**src/rtl/pc_sequencer.sv**
```systemverilog
// LEGv8 fetch/PC controller: owns the PC, fetches over req/ack, issues instructions, selects next PC.
// Optional retire/taken performance counters are compiled in with PC_SEQ_PERF_CNT_EN.
module pc_sequencer #(
    parameter logic [63:0] RESET_PC     = 64'h0,
    parameter int unsigned IMEM_TIMEOUT = 15
) (
    input  logic        clk,
    input  logic        reset,
    output logic        imem_req,
    output logic [63:0] imem_addr,
    input  logic        imem_ack,
    input  logic [31:0] imem_data,
    output logic [31:0] instr,
    output logic        instr_valid,
    input  logic        stall,
    input  logic        cond_true,
    output logic [63:0] pc,
`ifdef PC_SEQ_PERF_CNT_EN
    output logic        fault,
    output logic [31:0] retired_cnt,
    output logic [31:0] taken_cnt
`else
    output logic        fault
`endif
);

    localparam int unsigned XLEN   = 64;
    localparam int unsigned ILEN   = 32;
    localparam int unsigned CNT_W  = 8;
    localparam logic [CNT_W-1:0] TO_LAST = CNT_W'(IMEM_TIMEOUT - 1);

    typedef enum logic [1:0] {
        S_IDLE  = 2'd0,
        S_FETCH = 2'd1,
        S_ISSUE = 2'd2,
        S_FAULT = 2'd3
    } state_t;

    state_t            r_state;
    state_t            w_state_nxt;
    logic [XLEN-1:0]   r_pc;
    logic [XLEN-1:0]   w_pc_nxt;
    logic [ILEN-1:0]   r_instr;
    logic [ILEN-1:0]   w_instr_nxt;
    logic [CNT_W-1:0]  r_to_cnt;
    logic [CNT_W-1:0]  w_to_cnt_nxt;
    logic              r_imem_req;
    logic              r_instr_valid;
    logic              r_fault;
    logic              w_retire;

    // Branch decode and word-aligned, sign-extended offsets of the issued instruction
    logic              w_is_b;
    logic              w_is_cb;
    logic [XLEN-1:0]   w_b_off;
    logic [XLEN-1:0]   w_cb_off;

    assign w_is_b   = (r_instr[31:26] == 6'b000101);
    assign w_is_cb  = (r_instr[31:25] == 7'b1011010);
    assign w_b_off  = {{36{r_instr[25]}}, r_instr[25:0], 2'b00};
    assign w_cb_off = {{43{r_instr[23]}}, r_instr[23:5], 2'b00};

    // Next-state, next-PC and timeout sequencing
    always_comb begin
        w_state_nxt  = r_state;
        w_pc_nxt     = r_pc;
        w_instr_nxt  = r_instr;
        w_to_cnt_nxt = r_to_cnt;
        w_retire     = 1'b0;
        unique case (r_state)
            S_IDLE: begin
                w_state_nxt = S_FETCH;
            end
            S_FETCH: begin
                if (imem_ack) begin
                    w_instr_nxt  = imem_data;
                    w_to_cnt_nxt = '0;
                    w_state_nxt  = S_ISSUE;
                end else if (r_to_cnt == TO_LAST) begin
                    w_state_nxt  = S_FAULT;
                end else begin
                    w_to_cnt_nxt = r_to_cnt + CNT_W'(1);
                end
            end
            S_ISSUE: begin
                if (!stall) begin
                    w_retire    = 1'b1;
                    w_state_nxt = S_FETCH;
                    if (w_is_b) begin
                        w_pc_nxt = r_pc + w_b_off;
                    end else if (w_is_cb && cond_true) begin
                        w_pc_nxt = r_pc + w_cb_off;
                    end else begin
                        w_pc_nxt = r_pc + XLEN'(4);
                    end
                end
            end
            S_FAULT: begin
                w_state_nxt = S_FAULT;
            end
            default: begin
                w_state_nxt = S_IDLE;
            end
        endcase
    end

    // State register with outputs registered from the next state
    always_ff @(posedge clk) begin
        if (reset) begin
            r_state       <= S_IDLE;
            r_pc          <= RESET_PC;
            r_instr       <= '0;
            r_to_cnt      <= '0;
            r_imem_req    <= 1'b0;
            r_instr_valid <= 1'b0;
            r_fault       <= 1'b0;
        end else begin
            r_state       <= w_state_nxt;
            r_pc          <= w_pc_nxt;
            r_instr       <= w_instr_nxt;
            r_to_cnt      <= w_to_cnt_nxt;
            r_imem_req    <= (w_state_nxt == S_FETCH);
            r_instr_valid <= (w_state_nxt == S_ISSUE);
            r_fault       <= (w_state_nxt == S_FAULT);
        end
    end

    assign imem_req    = r_imem_req;
    assign imem_addr   = r_pc;
    assign instr       = r_instr;
    assign instr_valid = r_instr_valid;
    assign pc          = r_pc;
    assign fault       = r_fault;

`ifdef PC_SEQ_PERF_CNT_EN
    localparam int unsigned PERF_W = 32;

    logic [PERF_W-1:0] r_retired_cnt;
    logic [PERF_W-1:0] r_taken_cnt;
    logic              w_taken;

    assign w_taken = w_is_b | (w_is_cb & cond_true);

    // Retire counters only move on retire cycles, so they hold in FAULT
    always_ff @(posedge clk) begin
        if (reset) begin
            r_retired_cnt <= '0;
            r_taken_cnt   <= '0;
        end else if (w_retire) begin
            r_retired_cnt <= r_retired_cnt + PERF_W'(1);
            if (w_taken) begin
                r_taken_cnt <= r_taken_cnt + PERF_W'(1);
            end
        end
    end

    assign retired_cnt = r_retired_cnt;
    assign taken_cnt   = r_taken_cnt;
`endif

endmodule

```
**config.mk**
```make
export PLATFORM = sky130hd
export DESIGN_NAME = pc_sequencer
export DESIGN_NICKNAME = d
export VERILOG_FILES = /design/src/rtl/pc_sequencer.sv
export SDC_FILE = /design/constraint.sdc
export NUM_CORES = 1
export LEC_CHECK = 0
export BUFFER_PORTS_ARGS = -buffer_cell sky130_fd_sc_hd__clkbuf_2
export CAP_MARGIN = 20
export CORE_MARGIN = 2
export CORE_UTILIZATION = 56
export CTS_BUF_LIST = sky130_fd_sc_hd__clkbuf_2 sky130_fd_sc_hd__clkbuf_4 sky130_fd_sc_hd__clkbuf_8
export CTS_CLUSTER_SIZE = 10
export DETAILED_ROUTE_END_ITERATION = 16
export PLACE_DENSITY = 0.85
export SLEW_MARGIN = 20
export SYNTH_ARGS = -nofsm -noshare
export SYNTH_HDL_FRONTEND = slang
export SYNTH_SLANG_ARGS = --single-unit
```
**constraint.sdc**
```tcl
create_clock -name clk -period 5.4 [get_ports clk]
set_input_delay 0.81 -clock clk [delete_from_list [all_inputs] [get_ports clk]]
set_output_delay 0.81 -clock clk [all_outputs]
set_load 0.01 [all_outputs]
```
==> out/qor.yml <==
vdd_drop_max_mv: 0.148
clock_sinks: 107
path_class: "reg -> reg"
slowest_delay_ns: 0.43
clock_path_buffers: 2
synth_top_area_share_pct: 25.6
io_pins: 200
cts.clk_slew.worst_paths_ns: 0.11
timing.hold.ws_ns: 0.487
drtAntennaViolNets: 0
ys_types: 70
antenna_found_initial: 0
synth_area_per_cell_um2: 7.26
coreArea_um2: 14500
worst_ep_required_time_ns: 5.69
ys_warn_count: 0
worst_pin_slew_ns: 1.08
grt_usage_pct: 28.6
cts_tree: "built"
fp.dieH_um: 126
wl_per_cell_um: 16.1
rsz0062_at_grt: "no"
min_path_type: "reg -> reg"
ys_top_cells_by_count: "239 x nand2_1, 162 x a21oi_1, 107 x dfxtp_1, 66 x buf_4, 63 x ha_1"
globalRouteMet1Util_pct: 38.0
place_congestion: 0.959
synth_top_area_cell: "dfxtp_1"
grt_start_max_net_pins: 52
p_leak_nw: 4.28
power.density_nw_per_um2: 162
portBuffers: 195
finalSetupViolCount: 0
slew_violations: 0
tns_ns: 0
hp-start: "instr[2]"
grt_util_met2_pct: 47.5
cts_buffers: 9
clk_latency_ns: 0.41
netlist_area_um2: 8360
max_freq_mhz: 210
synth_edf_count: 0
crit_chain: "nor4bb_1 > nand2_1 > buf_4 > nand2_1 > nand3b_1 > ha_1 > fa_1 > a211oi_1 > o211ai_2 > a2111o_1 > and4_1 > nor2_1 > a21oi_1 > a2111oi_2 > nor3_1 > nand3b_1"
postCtsHoldBufs: 0
syn_inst: 1152
synth-async-reset-ratio_pct: 0
yosysMostFrequentCell: "nand2_1"
areaGrowthSynthToFinish_pct: 9.44
skew_ns: 0.00940
instances_no_fill: 1435
start_util_pct: 57.5
cts_root_buffer: "clkbuf_8"
hold_violations: 0
relSlewSlack_pct: 28.0
maxCapViolCount: 0
fin_crit_ns: 4.77
use_met3_pct: 4.16
cp_slowest_cell: "nor4bb_1"
status: "finished, final reports clean"
post-cts-setup-buffers: 0
die-area_um2: 15900
endpoint_kind: "flip-flop"
diodes: 0
dp_cells: 1420
row_count: 44
finalCritPeriodShare_pct: 88.3
initialDrtViolationCount: 851
fin_nets: 1348
crit_arrival_ns: 5.06
drt_pass1_iterations: 5
via_count: 8557
drive_gt1_share_pct: 19.4
r2r_start: "instr[28]"
cts_htree_levels: 3
netlist_top_cells_area: "dfxtp_1 26%, nand2_1 11%, a21oi_1 9.7%"
hpwlAfterDp_mm: 17.6
overflow: 0
fp.dieW_um: 126
yosysSeqAreaShare_pct: 25.6
viasPerCell: 5.96
cp-start-kind: "flip-flop"
ys_seq_elements: 107
grt_pass1_wl_mm: 37.8
crit_path_max_fanout: 14
startpoint: "instr[28]"
top_usage_layer: "met2"
cts_resized: 0
synth_top_flop_cell: "dfxtp_1"
grt_pass1_vias: 7770
drc: 0
wl_mm: 23.1
[state kept, by name, summed over array words and instances, names as in the netlist]
name,cells
fault,1
imem_addr,62
imem_req,1
instr,32
instr_valid,1
r_state,2
r_to_cnt,8
[layout by cell type (no fill, tap or decap), types with 7 or more instances in the layout]
cell type,instances
xnor2_1,24
nor3_1,17
nand4_1,22
nand3_1,26
or3_1,8
o21a_1,13
a211oi_1,10
ha_1,63
a21o_1,43
nor2_1,50
a21oi_1,162
o21ai_0,55
a31oi_1,11
xor2_1,23
buf_4,9
nand3b_1,7
clkbuf_8,9
clkbuf_2,195
o21bai_1,14
dfxtp_1,107
inv_1,28
and3_1,8
nand2_1,238
[cell type report]
class | count | area [um2]
clock buffers | 9 | 124
repair buffers | 204 | 1040
multi-input cells | 897 | 5420
clock inverters | 6 | 81.3
fillers | 1337 | 5390
flip-flops and latches | 107 | 2140
inverters | 28 | 105
well taps | 184 | 230
[per-stage QoR]
stage	util (%)	power [mW]	setup slack, ns	cell area (um2)
2_1_floorplan	-	0.909	0.820	8370
3_3_place_gp	61.5	0.952	0.707	8940
3_5_place_dp	61.5	0.954	0.632	8940
4_1_cts	62.9	1.49	0.684	9150
5_1_grt	62.9	1.53	0.326	9150
6_report	62.9	1.48	0.630	9150
[worst paths after layout]
path | endpoint | slack, ns | cells after the start
setup / recovery | imem_addr[56] | 0.63 | 16
hold / removal | instr[2] | 0.49 | 2
setup reg to reg | imem_addr[56] | 0.63 | 16
hold reg to reg | instr[2] | 0.49 | 2
[report_power, final]
part           leakage, nW  internal [mW]  switching [mW]
logic                 3.31         0.0399          0.0753
clock network        0.106          0.224           0.318
registers            0.866          0.805          0.0170
total                 4.28           1.07           0.410
[logic make-up after synthesis]
group                      synth area share, %
AOI/OAI and AO/OA                         27.4
DFF                                       25.6
xor gates and xnor gates                  4.92
buffers and inverters                     9.83
adders and majority gates                 9.67
and+or+nand+nor                           22.4
muxes                                    0.135
other                                   0.0449
[routing by layer]
layer / share of wire (%) / routed length [um] / up-vias
li1: - / - / 4214
met1: 45 / 10400 / 3964
met2: 46 / 10700 / 332
met3: 6.1 / 1420 / 47
met4: 2.4 / 548 / 0
met5: 0 / 0 / -
[critical path, delay by kind of cell, from the launching register on]
kind	cells	cell delay (ns)
buffers and inverters	1	0.29
flip-flops	1	0.39
adder cells (fa/ha/maj)	2	0.67
AND/OR/NAND/NOR	8	1.66
AO/OA/AOI/OAI	5	1.65
(Power assumes the default switching activity.)
